**src/rtl/simplex_dispense_if.sv**
```systemverilog
// Request/acknowledge/drive bundle between the vending controller and its host.
interface simplex_dispense_if;
  logic pi_cola;
  logic pi_money;
  logic pi_cola_ack;
  logic pi_coin_ack;
  logic po_cola_drv;
  logic po_coin_drv;
  logic po_busy;
  logic po_overflow;
  logic po_fault;

  modport slave (
    input  pi_cola, pi_money, pi_cola_ack, pi_coin_ack,
    output po_cola_drv, po_coin_drv, po_busy, po_overflow, po_fault
  );

  modport master (
    output pi_cola, pi_money, pi_cola_ack, pi_coin_ack,
    input  po_cola_drv, po_coin_drv, po_busy, po_overflow, po_fault
  );
endinterface

```
**src/rtl/simplex_dispense.sv**
```systemverilog
// Cola / change dispenser: queues requests in saturating counters and runs one
// actuator at a time with ack, timeout and an inter-actuation gap.
module simplex_dispense #(
  parameter int TIMEOUT = 1000,
  parameter int GAP     = 4
) (
  input logic               sys_clk,
  input logic               sys_rst,
  simplex_dispense_if.slave bus
);
  localparam int CW = $clog2(TIMEOUT + 1);
  localparam int GW = (GAP > 1) ? $clog2(GAP) : 1;

  typedef enum logic [4:0] {
    IDLE     = 5'b00001,
    DRV_COLA = 5'b00010,
    DRV_COIN = 5'b00100,
    WAIT_GAP = 5'b01000,
    FAULT    = 5'b10000
  } state_t;

  state_t         state;
  logic [1:0]     cola_cnt, coin_cnt;
  logic [1:0]     cola_nxt, coin_nxt;
  logic [CW-1:0]  cyc;
  logic [GW-1:0]  gap;
  logic           cola_drv, coin_drv, overflow, fault;
  logic           cola_req, coin_req, cola_deq, coin_deq;
  logic           cola_ovf, coin_ovf, cyc_last;

  // In FAULT the queues are frozen, so requests are dropped without counting
  // as overflow.
  always_comb begin
    cola_req = bus.pi_cola  && (state != FAULT);
    coin_req = bus.pi_money && (state != FAULT);
    cola_deq = (state == DRV_COLA) && bus.pi_cola_ack;
    coin_deq = (state == DRV_COIN) && bus.pi_coin_ack;
    cola_ovf = cola_req && !cola_deq && (cola_cnt == 2'd3);
    coin_ovf = coin_req && !coin_deq && (coin_cnt == 2'd3);
    cyc_last = (cyc == CW'(TIMEOUT - 1));

    cola_nxt = cola_cnt;
    case ({cola_req, cola_deq})
      2'b10:   if (cola_cnt != 2'd3) cola_nxt = cola_cnt + 2'd1;
      2'b01:   cola_nxt = cola_cnt - 2'd1;
      default: cola_nxt = cola_cnt;
    endcase

    coin_nxt = coin_cnt;
    case ({coin_req, coin_deq})
      2'b10:   if (coin_cnt != 2'd3) coin_nxt = coin_cnt + 2'd1;
      2'b01:   coin_nxt = coin_cnt - 2'd1;
      default: coin_nxt = coin_cnt;
    endcase
  end

  always_ff @(posedge sys_clk or posedge sys_rst) begin
    if (sys_rst) begin
      state    <= IDLE;
      cola_cnt <= 2'd0;
      coin_cnt <= 2'd0;
      cyc      <= '0;
      gap      <= '0;
      cola_drv <= 1'b0;
      coin_drv <= 1'b0;
      overflow <= 1'b0;
      fault    <= 1'b0;
    end else begin
      cola_cnt <= cola_nxt;
      coin_cnt <= coin_nxt;
      overflow <= overflow | cola_ovf | coin_ovf;
      case (state)
        IDLE: begin
          cyc <= '0;
          if (cola_cnt != 2'd0) begin
            state    <= DRV_COLA;
            cola_drv <= 1'b1;
          end else if (coin_cnt != 2'd0) begin
            state    <= DRV_COIN;
            coin_drv <= 1'b1;
          end
        end
        DRV_COLA, DRV_COIN: begin
          // Ack on the final allowed cycle still wins over the timeout.
          if (cola_deq || coin_deq) begin
            state    <= WAIT_GAP;
            cola_drv <= 1'b0;
            coin_drv <= 1'b0;
            gap      <= '0;
          end else if (cyc_last) begin
            state    <= FAULT;
            cola_drv <= 1'b0;
            coin_drv <= 1'b0;
            fault    <= 1'b1;
          end else begin
            cyc <= cyc + CW'(1);
          end
        end
        WAIT_GAP: begin
          if (gap == GW'(GAP - 1)) state <= IDLE;
          else                     gap   <= gap + GW'(1);
        end
        FAULT: begin
          state <= FAULT;
        end
        default: begin
          state    <= IDLE;
          cola_drv <= 1'b0;
          coin_drv <= 1'b0;
        end
      endcase
    end
  end

  assign bus.po_cola_drv = cola_drv;
  assign bus.po_coin_drv = coin_drv;
  assign bus.po_overflow = overflow;
  assign bus.po_fault    = fault;
  assign bus.po_busy     = (state != IDLE) || (cola_cnt != 2'd0) || (coin_cnt != 2'd0);
endmodule
```
**src/flat_wrapper.sv**
```systemverilog
// flat-port wrapper written by rule: the top's interface ports become plain ports
module simplex_dispense_flat 
#(
  parameter int TIMEOUT = 1000,
  parameter int GAP     = 4
)
  (sys_clk, sys_rst, bus_pi_cola, bus_pi_money, bus_pi_cola_ack, bus_pi_coin_ack, bus_po_cola_drv, bus_po_coin_drv, bus_po_busy, bus_po_overflow, bus_po_fault);
  simplex_dispense_if bus_i ();
  input logic sys_clk;
  input logic sys_rst;
  input wire logic [$bits(bus_i.pi_cola)-1:0] bus_pi_cola;
  input wire logic [$bits(bus_i.pi_money)-1:0] bus_pi_money;
  input wire logic [$bits(bus_i.pi_cola_ack)-1:0] bus_pi_cola_ack;
  input wire logic [$bits(bus_i.pi_coin_ack)-1:0] bus_pi_coin_ack;
  output wire logic [$bits(bus_i.po_cola_drv)-1:0] bus_po_cola_drv;
  output wire logic [$bits(bus_i.po_coin_drv)-1:0] bus_po_coin_drv;
  output wire logic [$bits(bus_i.po_busy)-1:0] bus_po_busy;
  output wire logic [$bits(bus_i.po_overflow)-1:0] bus_po_overflow;
  output wire logic [$bits(bus_i.po_fault)-1:0] bus_po_fault;
  assign bus_i.pi_cola = bus_pi_cola;
  assign bus_i.pi_money = bus_pi_money;
  assign bus_i.pi_cola_ack = bus_pi_cola_ack;
  assign bus_i.pi_coin_ack = bus_pi_coin_ack;
  assign bus_po_cola_drv = bus_i.po_cola_drv;
  assign bus_po_coin_drv = bus_i.po_coin_drv;
  assign bus_po_busy = bus_i.po_busy;
  assign bus_po_overflow = bus_i.po_overflow;
  assign bus_po_fault = bus_i.po_fault;
  simplex_dispense #(.TIMEOUT(TIMEOUT), .GAP(GAP)) u_core (.sys_clk(sys_clk), .sys_rst(sys_rst), .bus(bus_i));
endmodule
```
**config.mk**
```make
export PLATFORM = sky130hd
export DESIGN_NAME = simplex_dispense_flat
export DESIGN_NICKNAME = d
export VERILOG_FILES = /design/src/rtl/simplex_dispense_if.sv /design/src/rtl/simplex_dispense.sv /design/src/flat_wrapper.sv
export SDC_FILE = /design/constraint.sdc
export NUM_CORES = 1
export LEC_CHECK = 0
export CORE_UTILIZATION = 40
export CTS_CLUSTER_SIZE = 14
export DETAILED_ROUTE_END_ITERATION = 12
export PLACE_DENSITY_LB_ADDON = 0.15
export SLEW_MARGIN = 20
export SYNTH_ARGS = -nofsm -noshare
export SYNTH_HDL_FRONTEND = slang
export SYNTH_SLANG_ARGS = --single-unit
```
**constraint.sdc**
```tcl
create_clock -name sys_clk -period 2.36 [get_ports sys_clk]
set_input_delay 0.59 -clock sys_clk [delete_from_list [all_inputs] [get_ports sys_clk]]
set_output_delay 0.59 -clock sys_clk [all_outputs]
set_load 0.02 [all_outputs]
```
==> impl_metrics.prom, run 1 <==
# TYPE chip_impl_metric gauge
chip_impl_info{name="outcome",value="finished clean"} 1
chip_impl_metric{name="skew",unit="ns"} 0.00268
chip_impl_metric{name="synth_edf_count",unit=""} 0
chip_impl_metric{name="grt_pass1_wl",unit="um"} 5890
chip_impl_metric{name="grt_pass1_vias",unit=""} 1284
chip_impl_metric{name="clock_sinks",unit=""} 25
chip_impl_metric{name="static-leakage-power",unit="uW"} 0.000742
chip_impl_metric{name="clkSlewWorstSetupHoldPaths",unit="ns"} 0.09
chip_impl_info{name="tritoncts_clock_tree",value="built"} 1
chip_impl_metric{name="chipWidth",unit="um"} 64.1
chip_impl_info{name="synth_largest_area_cell",value="dfrtp_1"} 1
chip_impl_metric{name="tritoncts.num_buffers",unit=""} 3
chip_impl_metric{name="drv_cap",unit=""} 0
chip_impl_metric{name="cts.hold.buffers_added",unit=""} 0
chip_impl_metric{name="worst-path-max-fanout",unit=""} 10
chip_impl_metric{name="post_cts_buffers",unit=""} 0
chip_impl_info{name="worstHoldPathType",value="reg2reg"} 1
chip_impl_metric{name="final.fill_count",unit=""} 369
chip_impl_metric{name="groute.usage.overall",unit=""} 0.185
chip_impl_info{name="synth_top_cells_by_area",value="dfrtp_1 (39%), a31oi_1 (4.1%), nand3_1 (2.6%)"} 1
chip_impl_metric{name="maxClockFrequency",unit="GHz"} 0.464
chip_impl_info{name="synth_top_flop_cell",value="dfrtp_1"} 1
chip_impl_info{name="rsz_0062_raised_after_global_routing",value="no"} 1
chip_impl_metric{name="finish.utilization",unit=""} 0.474
chip_impl_metric{name="timing.critical_path.arrival",unit="ns"} 1.56
chip_impl_info{name="synth_common_cells",value="dfrtp_1 (24), a31oi_1 (10), inv_1 (9), nand2_1 (9)"} 1
chip_impl_metric{name="area_delta_synth_final",unit="%"} 13.5
chip_impl_metric{name="synth_seq_area_share",unit=""} 0.407
chip_impl_metric{name="synth-seq-cells",unit=""} 25
chip_impl_metric{name="synthDominantCellAreaShare",unit=""} 0.390
chip_impl_info{name="startpoint_type",value="register"} 1
chip_impl_metric{name="final.period_utilization",unit=""} 0.913
chip_impl_metric{name="routed_via_density",unit=""} 5.92
chip_impl_metric{name="timing.final.max_slew_violations",unit=""} 0
chip_impl_metric{name="timing_hold_violations_final",unit=""} 0
chip_impl_metric{name="power-per-cell-area",unit="nW/um2"} 881
chip_impl_metric{name="grt.overflow.total",unit=""} 0
chip_impl_metric{name="antenna_diode_count",unit=""} 0
chip_impl_metric{name="detail_route.iter0.violations",unit=""} 66
chip_impl_metric{name="insertion_delay",unit="ns"} 0.27
chip_impl_metric{name="routed_wire_length_per_instance",unit="um"} 15.1
chip_impl_metric{name="antenna_violations_before_repair",unit=""} 0
chip_impl_metric{name="design.final.nets",unit=""} 180
chip_impl_metric{name="ant_nets",unit=""} 0
chip_impl_metric{name="max-slew-margin-rel",unit=""} 0.677
chip_impl_metric{name="worst_hold_slack",unit="ns"} 0.464
chip_impl_metric{name="synth_warnings",unit=""} 0
chip_impl_metric{name="place.detailed.hpwl",unit="um"} 2380
chip_impl_metric{name="vias",unit=""} 1297
chip_impl_info{name="path_class",value="reg2out"} 1
chip_impl_metric{name="synthCells",unit=""} 158
chip_impl_metric{name="tightestPinTransition",unit="ns"} 0.485
chip_impl_metric{name="worst-endpoint-required",unit="ns"} 1.77
chip_impl_metric{name="layout-drive-gt1-share",unit=""} 0.146
chip_impl_metric{name="htreeDepth",unit=""} 1
chip_impl_metric{name="buffer_ports.inserted",unit=""} 10
chip_impl_metric{name="pin_count",unit=""} 11
chip_impl_metric{name="placement_row_count",unit=""} 22
chip_impl_metric{name="synth-async-reset-ratio",unit=""} 1.00
chip_impl_metric{name="largest_net_degree_at_the_start_of_global_routing",unit=""} 26
chip_impl_metric{name="totalNegativeSetupSlack",unit="ns"} 0
chip_impl_metric{name="synthesis.nets",unit=""} 166
chip_impl_metric{name="max-vdd-ir-drop",unit="mV"} 0.515
chip_impl_info{name="yosysMostFrequentCell",value="dfrtp_1"} 1
chip_impl_metric{name="design.core.area",unit="um2"} 3690
chip_impl_metric{name="setup-violations-final",unit=""} 0
chip_impl_metric{name="cts-resized-gates",unit=""} 1
chip_impl_metric{name="clock_path_buffers",unit=""} 2
chip_impl_metric{name="syn-cell-area",unit="um2"} 1540
chip_impl_info{name="worstSetupEndpointType",value="output port"} 1
chip_impl_metric{name="synthDistinctLibCells",unit=""} 54
chip_impl_metric{name="die_h",unit="um"} 64.1
chip_impl_metric{name="detail_route.wirelength",unit="um"} 3310
chip_impl_metric{name="post-route-min-period",unit="ns"} 2.15
chip_impl_metric{name="drt_first_pass_iters",unit=""} 5
chip_impl_metric{name="final_weighted_congestion_of_routability_driven_global_placement",unit=""} 0.798
chip_impl_info{name="ctsRootBufferMaster",value="clkbuf_8"} 1
chip_impl_metric{name="floorplan.initialDensity",unit=""} 0.418
chip_impl_metric{name="postSynthAreaPerCell",unit="um2"} 9.75
chip_impl_metric{name="die-area",unit="um2"} 4100
chip_impl_metric{name="drc",unit=""} 0
==> placed cells by master (no fill, tap or decap), types with 2 or more instances in the layout <==
cell	n
o21ai_0	4
mux2i_1	2
clkdlybuf4s50_1	9
clkbuf_8	3
xor2_1	3
nand3b_1	3
dfrtp_1	24
a22o_1	2
nand2_1	9
a32oi_1	2
inv_1	9
nor4_1	3
a41oi_1	3
o21ai_2	2
buf_4	8
nor2_1	8
a21oi_1	5
nor3b_2	2
nand2b_1	5
o21ai_1	4
nor3_1	3
nand4_1	2
o221ai_1	2
a31oi_1	10
o211ai_1	2
nand3_1	8
and3_1	3
ha_1	2
a21o_1	2
==> worst paths after layout <==
check | startpoint | end | slack (ns) | cells after the start
max reg2reg | u_core.cyc[0] | u_core.cyc[3] | 0.58 | 5
min reg2reg | u_core.bus.po_fault | u_core.bus.po_fault | 0.46 | 1
min in group asynchronous | sys_rst | u_core.cyc[8] | 0.67 | 3
min | u_core.bus.po_fault | u_core.bus.po_fault | 0.46 | 1
max in group asynchronous | sys_rst | u_core.state[0] | 1.40 | 3
max | u_core.state[0] | bus_po_busy | 0.21 | 3
==> area by class of cell <==
class / instances / area (um2) / area share
Tap cell: 48 / 60.1 / 0.0344
Inverter: 9 / 33.8 / 0.0193
Clock buffer: 4 / 45.0 / 0.0258
Sequential cell: 25 / 627 / 0.359
Timing Repair Buffer: 18 / 159 / 0.0909
Multi-Input combinational cell: 115 / 823 / 0.471
==> layer usage <==
| metal | track usage | up-vias | part of all wire |
|---|---|---|---|
| li1 | - | 626 | - |
| met1 | 0.260 | 632 | 0.49 |
| met2 | 0.291 | 35 | 0.47 |
| met3 | 0.0232 | 4 | 0.032 |
| met4 | 0.0625 | 0 | 0.0073 |
| met5 | 0 | - | 0 |
==> cells by family (layout without fill, tap and decap cells) <==
kind of cell	count (synthesis)	after routing	synth area share
and+or+nand+nor	57	57	0.245
AOI/OAI and AO/OA	49	49	0.230
DFF	25	25	0.407
buffers and inverters	18	31	0.0585
xor gates and xnor gates	4	4	0.0227
muxes	3	3	0.0203
adders and majority gates	2	2	0.0162
==> critical path: stages (launching register included) <==
cell	delay [ns]
dfstp_2	0.65
and3_1	0.21
nand3_1	0.10
dlygate4sd2_1	0.34
==> state kept, by name (all words and copies together) (netlist names) <==
signal and count:
u_core.gap 2, u_core.cyc 10, u_core.state 5, u_core.coin_cnt 2
u_core.bus.po_fault 1, u_core.bus.po_coin_drv 1, u_core.cola_cnt 2, u_core.bus.po_overflow 1
u_core.bus.po_cola_drv 1
==> through the flow <==
stage / power (uW) / setup WS (ns) / instances / cell area [um2]
6_report: 1540 / 0.206 / 219 / 1750
5_1_grt: 1650 / 0.120 / 219 / 1750
4_1_cts: 1540 / 0.199 / 219 / 1750
3_5_place_dp: 1280 / 0.0853 / 215 / 1700
3_3_place_gp: 1270 / 0.178 / 215 / 1700
2_1_floorplan: 1090 / 0.659 / 158 / 1540
==> power breakdown <==
part | internal (uW) | leakage, uW | switching (uW)
clock network | 121 | 0.0000228 | 138
registers | 514 | 0.000316 | 73.8
logic | 285 | 0.000403 | 408
Power figures use the tool's default switching activity.
==> run 2, diff against run 1 <==
Settings changed: CORE_ASPECT_RATIO set to 2.
==> run 2 against run 1 <==
Clock-buffer cell count is the same. Cell count is 0.46% higher. Worst hold slack improved by 0.0053 ns. Critical path depth unchanged.
==> impl_metrics.prom, run 2 (same netlist as run 1, synthesis figures left out) <==
# TYPE chip_impl_metric gauge
chip_impl_info{name="outcome",value="finished clean"} 1
chip_impl_metric{name="clkSlewWorstSetupHoldPaths",unit="ns"} 0.09
chip_impl_metric{name="area_delta_synth_final",unit="%"} 13.6
chip_impl_metric{name="max-slew-margin-rel",unit=""} 0.687
chip_impl_metric{name="detail_route.iter0.violations",unit=""} 27
chip_impl_metric{name="totalNegativeSetupSlack",unit="ns"} 0
chip_impl_metric{name="chipWidth",unit="um"} 45.9
chip_impl_metric{name="worst-r2r-setup-slack",unit="ns"} 0.57
chip_impl_metric{name="clock_sinks",unit=""} 25
chip_impl_info{name="dominant_delay_contributor_by_cell_family_on_the_critical_path",value="flip-flops"} 1
chip_impl_metric{name="antenna_violations_before_repair",unit=""} 0
chip_impl_metric{name="tritoncts.num_buffers",unit=""} 3
chip_impl_metric{name="worst-path-max-fanout",unit=""} 10
chip_impl_metric{name="finish.utilization",unit=""} 0.480
chip_impl_metric{name="routed_wire_length_per_instance",unit="um"} 16.0
chip_impl_metric{name="ant_nets",unit=""} 0
chip_impl_info{name="startpoint_type",value="register"} 1
chip_impl_info{name="layout.cells.most_common",value="dfrtp_1"} 1
chip_impl_metric{name="final.period_utilization",unit=""} 0.903
chip_impl_metric{name="design.core.area",unit="um2"} 3650
chip_impl_metric{name="tightestPinTransition",unit="ns"} 0.458
chip_impl_metric{name="worst-r2r-cell-count",unit=""} 5
chip_impl_info{name="ctsRootBufferMaster",value="clkbuf_8"} 1
chip_impl_info{name="reg2reg_to",value="u_core.cyc[8]"} 1
chip_impl_metric{name="design.final.nets",unit=""} 180
chip_impl_metric{name="placement_row_count",unit=""} 31
chip_impl_info{name="worstHoldPathType",value="reg2reg"} 1
chip_impl_metric{name="buffer_ports.inserted",unit=""} 10
chip_impl_metric{name="insertion_delay",unit="ns"} 0.27
chip_impl_metric{name="whs_path_depth",unit=""} 1
chip_impl_metric{name="final_weighted_congestion_of_routability_driven_global_placement",unit=""} 0.800
chip_impl_metric{name="grt_pass1_wl",unit="um"} 6090
chip_impl_metric{name="place.detailed.hpwl",unit="um"} 2680
chip_impl_metric{name="setup-violations-final",unit=""} 0
chip_impl_info{name="layout.cells.most_common_list",value="dfrtp_1 (24), a31oi_1 (10), nand2_1 (9), inv_1 (9), clkdlybuf4s50_1 (9)"} 1
chip_impl_metric{name="die-area",unit="um2"} 4120
chip_impl_metric{name="drc",unit=""} 0
chip_impl_metric{name="floorplan.initialDensity",unit=""} 0.422
chip_impl_metric{name="die_h",unit="um"} 89.8
chip_impl_info{name="slowest_cell_on_crit_path",value="dfstp_2"} 1
chip_impl_metric{name="vias",unit=""} 1274
chip_impl_metric{name="routed_via_density",unit=""} 5.79
chip_impl_info{name="path_cells",value="and3_1 -> nand3_1 -> dlygate4sd2_1"} 1
chip_impl_metric{name="slowest_delay",unit="ns"} 0.64
chip_impl_info{name="min_to",value="u_core.bus.po_fault"} 1
chip_impl_info{name="rr_startpoint",value="u_core.cyc[0]"} 1
chip_impl_metric{name="timing.critical_path.arrival",unit="ns"} 1.54
chip_impl_metric{name="skew",unit="ns"} 0.00705
chip_impl_metric{name="clock_path_buffers",unit=""} 2
chip_impl_metric{name="detail_route.wirelength",unit="um"} 3510
chip_impl_metric{name="timing.final.max_slew_violations",unit=""} 0
chip_impl_metric{name="pin_count",unit=""} 11
chip_impl_metric{name="maxClockFrequency",unit="GHz"} 0.469
chip_impl_metric{name="htreeDepth",unit=""} 1
chip_impl_info{name="path_class",value="reg2out"} 1
chip_impl_metric{name="largest_register_ffs",unit=""} 10
chip_impl_metric{name="largest_net_degree_at_the_start_of_global_routing",unit=""} 26
chip_impl_info{name="largest_register",value="u_core.cyc"} 1
chip_impl_info{name="timing.hold.worst.start",value="u_core.bus.po_fault"} 1
chip_impl_metric{name="final.fill_count",unit=""} 372
chip_impl_metric{name="drt_first_pass_iters",unit=""} 4
chip_impl_metric{name="post-route-min-period",unit="ns"} 2.13
chip_impl_info{name="tritoncts_clock_tree",value="built"} 1
chip_impl_info{name="rsz_0062_raised_after_global_routing",value="no"} 1
chip_impl_metric{name="timing_hold_violations_final",unit=""} 0
chip_impl_info{name="worstSetupEndpointType",value="output port"} 1
chip_impl_metric{name="grt_pass1_vias",unit=""} 1329
chip_impl_metric{name="power-per-cell-area",unit="nW/um2"} 882
chip_impl_metric{name="layout-drive-gt1-share",unit=""} 0.146
chip_impl_metric{name="antenna_diode_count",unit=""} 0
chip_impl_metric{name="worst-endpoint-required",unit="ns"} 1.77
chip_impl_metric{name="max-vdd-ir-drop",unit="mV"} 0.368
chip_impl_metric{name="static-leakage-power",unit="uW"} 0.000742
chip_impl_metric{name="drv_cap",unit=""} 0
chip_impl_metric{name="groute.usage.overall",unit=""} 0.197
chip_impl_metric{name="grt.overflow.total",unit=""} 0
chip_impl_metric{name="worstPathBufferInverterCount",unit=""} 1
chip_impl_info{name="largest_registers",value="u_core.cyc x10, u_core.state x5"} 1
[run 2: cell counts in the layout (fill, tap and decap cells not counted)]
No cell type changed its count.
[run 2: worst max-delay path by stage]
stage                     cells past startpoint             to  slack [ns]             from
after floorplan                               4    bus_po_busy        0.66  u_core.state[2]
after global placement                        5  u_core.cyc[8]        0.23  bus_pi_cola_ack
final                                         3    bus_po_busy        0.23  u_core.state[0]
after global routing                          3    bus_po_busy        0.13  u_core.state[0]
after CTS                                     3    bus_po_busy        0.21  u_core.state[0]
after detailed placement                      5  u_core.cyc[8]        0.19  bus_pi_cola_ack
[run 2: worst register-to-register path: stages, from the launching register on]
cell,delay (ns)
dfrtp_1,0.42
ha_1,0.23
nand2_1,0.13
or4_4,0.61
nand2_4,0.14
o221ai_1,0.12
[run 2: power breakdown]
group	switching [uW]	internal [uW]	leakage, uW	total (uW)
logic	399	294	0.000404	693
clock network	131	121	0.0000228	252
registers	83.6	514	0.000316	597
total	614	928	0.000742	1540
[run 2: per-stage QoR]
step | total power (uW) | setup WS (ns) | cells | hold slack, ns | instance area (um2)
5_1_grt | 1680 | 0.130 | 220 | 0.497 | 1750
3_5_place_dp | 1300 | 0.185 | 216 | 0.455 | 1710
6_report | 1540 | 0.229 | 220 | 0.469 | 1750
4_1_cts | 1570 | 0.212 | 220 | 0.475 | 1750
3_3_place_gp | 1290 | 0.232 | 216 | 0.443 | 1710
2_1_floorplan | 1090 | 0.659 | 158 | 0.470 | 1540
[run 2: layout make-up]
cell class,count,area [um2],share of cell area
clock buffer,4,45.0,0.0258
inverter,9,33.8,0.0193
multi-input combinational,115,823,0.471
sequential,25,627,0.358
tap,49,61.3,0.0351
timing repair buffer,18,159,0.0908
[run 2: routing by layer]
metal / part of all wire / GRT usage
met2: 0.59 / 0.353
met5: 0 / 0
met1: 0.38 / 0.219
met4: 0.015 / 0.0735
met3: 0.015 / 0.0201
[run 2: repair_timing]
item,in CTS,in global routing
buffers inserted,0,0
gates resized for setup,1,0
endpoints found under the setup margin,1,0
hold buffers,0,0
==> run 3, diff against run 2 <==
Settings changed: CORE_MARGIN set to 5.
Clock period 2.36 ns to 2.6 ns, I/O delays scaled along.
==> run 3 against run 2 <==
Non-clock buffer count down 4. Cell count is 0.91% lower. Combinational power fell by 18%. Global-route usage down 4.3 points. Die area rose by 28%. Final area shrank 1.1%. First-iteration DRC count rose by 11%. Clock-buffer cell count fell by 1. Utilization down 2.5 points. Via count grew 0.16%. Critical endpoint unchanged. Highest routed layer unchanged.
==> impl_metrics.prom, run 3 (same netlist as run 1, synthesis figures left out) <==
# TYPE chip_impl_metric gauge
chip_impl_info{name="outcome",value="finished clean"} 1
chip_impl_metric{name="timing.critical_path.arrival",unit="ns"} 1.51
chip_impl_metric{name="antenna_violations_before_repair",unit=""} 0
chip_impl_metric{name="grt_use_met2",unit=""} 0.273
chip_impl_metric{name="drv_cap",unit=""} 0
chip_impl_metric{name="setup-violations-final",unit=""} 0
chip_impl_metric{name="maxClockFrequency",unit="GHz"} 0.463
chip_impl_metric{name="met1_usage",unit=""} 0.174
chip_impl_metric{name="intPower",unit="uW"} 803
chip_impl_metric{name="detail_route.wirelength",unit="um"} 3540
chip_impl_metric{name="proportion_of_power_drawn_by_flip_flops_and_latches",unit=""} 0.416
chip_impl_info{name="startpoint_type",value="register"} 1
chip_impl_metric{name="detail_route.iter0.violations",unit=""} 30
chip_impl_metric{name="clk_network_pwr_share",unit=""} 0.167
chip_impl_metric{name="final_weighted_congestion_of_routability_driven_global_placement",unit=""} 0.854
chip_impl_metric{name="netSwitchingPower",unit="uW"} 553
chip_impl_info{name="grt.busiest_layer",value="met2"} 1
chip_impl_metric{name="max-slew-margin-rel",unit=""} 0.680
chip_impl_metric{name="worst-path-max-fanout",unit=""} 9
chip_impl_info{name="layout.cells.most_common",value="dfrtp_1"} 1
chip_impl_metric{name="multiInputGateArea",unit="um2"} 826
chip_impl_metric{name="placement_row_count",unit=""} 32
chip_impl_metric{name="worstPathBufferInverterCount",unit=""} 1
chip_impl_metric{name="place.detailed.hpwl",unit="um"} 2730
chip_impl_metric{name="skew",unit="ns"} 0.0107
chip_impl_metric{name="antenna_diode_count",unit=""} 0
chip_impl_metric{name="tightestPinTransition",unit="ns"} 0.480
chip_impl_metric{name="totalNegativeSetupSlack",unit="ns"} 0
chip_impl_metric{name="post-route-min-period",unit="ns"} 2.16
chip_impl_metric{name="pin_count",unit=""} 11
chip_impl_metric{name="die_h",unit="um"} 97.8
chip_impl_metric{name="post_cts_buffers",unit=""} 0
chip_impl_metric{name="groute.usage.overall",unit=""} 0.153
chip_impl_metric{name="comb_power_share",unit=""} 0.416
chip_impl_metric{name="final.period_utilization",unit=""} 0.831
chip_impl_metric{name="seq_area",unit="um2"} 628
chip_impl_metric{name="design.final.nets",unit=""} 176
chip_impl_metric{name="htreeDepth",unit=""} 1
chip_impl_metric{name="final.fill_count",unit=""} 401
chip_impl_metric{name="grt_pass1_wl",unit="um"} 6070
chip_impl_metric{name="clkSlewWorstSetupHoldPaths",unit="ns"} 0.09
chip_impl_metric{name="static-leakage-power",unit="uW"} 0.000726
chip_impl_info{name="layout.cells.most_common_list",value="dfrtp_1 (23), a31oi_1 (10), nand2_1 (9), inv_1 (9), clkdlybuf4s50_1 (9)"} 1
chip_impl_info{name="rsz_0062_raised_after_global_routing",value="no"} 1
chip_impl_metric{name="floorplan.initialDensity",unit=""} 0.405
chip_impl_info{name="worstSetupEndpointType",value="output port"} 1
chip_impl_metric{name="report.power.total",unit="uW"} 1360
chip_impl_info{name="path_class",value="reg2out"} 1
chip_impl_metric{name="grt.overflow.total",unit=""} 0
chip_impl_metric{name="power-per-cell-area",unit="nW/um2"} 784
chip_impl_info{name="dominant_delay_contributor_by_cell_family_on_the_critical_path",value="simple AND/OR/NAND/NOR gates"} 1
chip_impl_info{name="tritoncts_clock_tree",value="built"} 1
chip_impl_metric{name="worst-endpoint-required",unit="ns"} 1.95
chip_impl_info{name="worstHoldPathType",value="reg2reg"} 1
chip_impl_metric{name="max-vdd-ir-drop",unit="mV"} 0.354
chip_impl_info{name="largest_register",value="u_core.cyc"} 1
chip_impl_metric{name="layout-drive-gt1-share",unit=""} 0.144
chip_impl_metric{name="largest_net_degree_at_the_start_of_global_routing",unit=""} 26
chip_impl_metric{name="grt_pass1_vias",unit=""} 1264
chip_impl_info{name="ctsRootBufferMaster",value="clkbuf_8"} 1
chip_impl_metric{name="drc",unit=""} 0
chip_impl_metric{name="routed_wire_length_per_instance",unit="um"} 16.2
chip_impl_metric{name="tritoncts.num_buffers",unit=""} 3
chip_impl_info{name="largest_registers",value="u_core.cyc x10, u_core.state x5"} 1
chip_impl_metric{name="buffer_ports.inserted",unit=""} 10
chip_impl_metric{name="timing_hold_violations_final",unit=""} 0
chip_impl_metric{name="area_delta_synth_final",unit="%"} 12.3
chip_impl_info{name="path_cells",value="nor2_2 -> and3_1 -> nand3_1 -> dlymetal6s2s_1"} 1
chip_impl_metric{name="insertion_delay",unit="ns"} 0.27
chip_impl_info{name="slowest_cell_on_crit_path",value="dfrtp_2"} 1
chip_impl_metric{name="drt_first_pass_iters",unit=""} 4
chip_impl_metric{name="ant_nets",unit=""} 0
chip_impl_metric{name="vias",unit=""} 1276
chip_impl_metric{name="design.core.area",unit="um2"} 3800
chip_impl_metric{name="timing.final.max_slew_violations",unit=""} 0
chip_impl_metric{name="largest_register_ffs",unit=""} 10
chip_impl_metric{name="slowest_delay",unit="ns"} 0.49
chip_impl_metric{name="clock_sinks",unit=""} 25
chip_impl_metric{name="grtUsageMet3",unit=""} 0.0153
chip_impl_metric{name="clock_path_buffers",unit=""} 2
chip_impl_metric{name="die-area",unit="um2"} 5270
chip_impl_metric{name="chipWidth",unit="um"} 53.9
chip_impl_metric{name="net_switching_fraction_of_the_power",unit=""} 0.408
chip_impl_metric{name="routed_via_density",unit=""} 5.85
==> run 3: cell count changes in the layout (fill, tap and decap cells not counted) <==
cell / before / now
buf_4: 8 / 4
clkbuf_1: 1 / 0
clkinv_2: 0 / 1
dfrtp_1: 24 / 23
dfrtp_2: 0 / 1
dlygate4sd2_1: 1 / 0
dlymetal6s2s_1: 0 / 1
nor2_1: 8 / 7
nor2_2: 0 / 1
==> run 3: worst register-to-register path, delay by kind of cell (launching register included) <==
| family | cells | cell delay (ns) |
|---|---|---|
| simple gates | 2 | 0.73 |
| flops | 1 | 0.42 |
| compound gates | 2 | 0.27 |
| fa+ha+maj | 1 | 0.23 |
==> run 3: repair_timing <==
| item | in CTS | in global routing |
|---|---|---|
| endpoints found under the hold margin | 0 | 0 |
| setup endpoints to repair | 1 | 1 |
| resized for setup | 1 | 2 |
| hold buffers | 0 | 0 |
==> run 3: metrics by stage <==
stage | std cells | setup WS, ns | area (um2) | hold slack (ns) | util
floorplan | 158 | 0.839 | 1540 | 0.470 | -
global placement | 214 | 0.289 | 1680 | 0.452 | 0.441
detailed placement | 214 | 0.286 | 1680 | 0.452 | 0.441
CTS | 218 | 0.0332 | 1730 | 0.473 | 0.454
global route | 218 | 0.322 | 1730 | 0.489 | 0.455
finish | 218 | 0.438 | 1730 | 0.462 | 0.455
==> run 3: routing by layer <==
metal / wire, um / up-vias
met4: 103 / 0
met3: 82 / 9
met2: 2020 / 26
met1: 1330 / 625
met5: 0 / -
li1: - / 616
==> run 3: layout make-up <==
| cell class | count | share of cell area |
|---|---|---|
| clock buffers | 3 | 0.0239 |
| well taps | 51 | 0.0369 |
| repair buffers | 14 | 0.0766 |
| inverters | 9 | 0.0195 |
| clock inverters | 1 | 0.00289 |
| flip-flops and latches | 25 | 0.363 |
| multi-input cells | 115 | 0.477 |
==> run 3: path summary, 6_finish.rpt <==
kind | from | end | slack (ns) | cells past startpoint
worst max register to register | u_core.cyc[0] | u_core.cyc[3] | 0.82 | 5
max in group asynchronous | sys_rst | u_core.state[0] | 1.57 | 3
worst max-delay path | u_core.state[3] | bus_po_busy | 0.44 | 4
worst min-delay path | u_core.bus.po_fault | u_core.bus.po_fault | 0.46 | 1
min in group asynchronous | sys_rst | u_core.gap[0] | 0.73 | 3
worst min register to register | u_core.bus.po_fault | u_core.bus.po_fault | 0.46 | 1
==> run 3: power groups by stage <==
stage	sequential, uW	clock, uW	combinational (uW)
6_report	565	227	565
5_1_grt	581	256	636
4_1_cts	564	238	574
3_5_place_dp	569	0	570
3_3_place_gp	565	0	566
2_1_floorplan	527	0	467
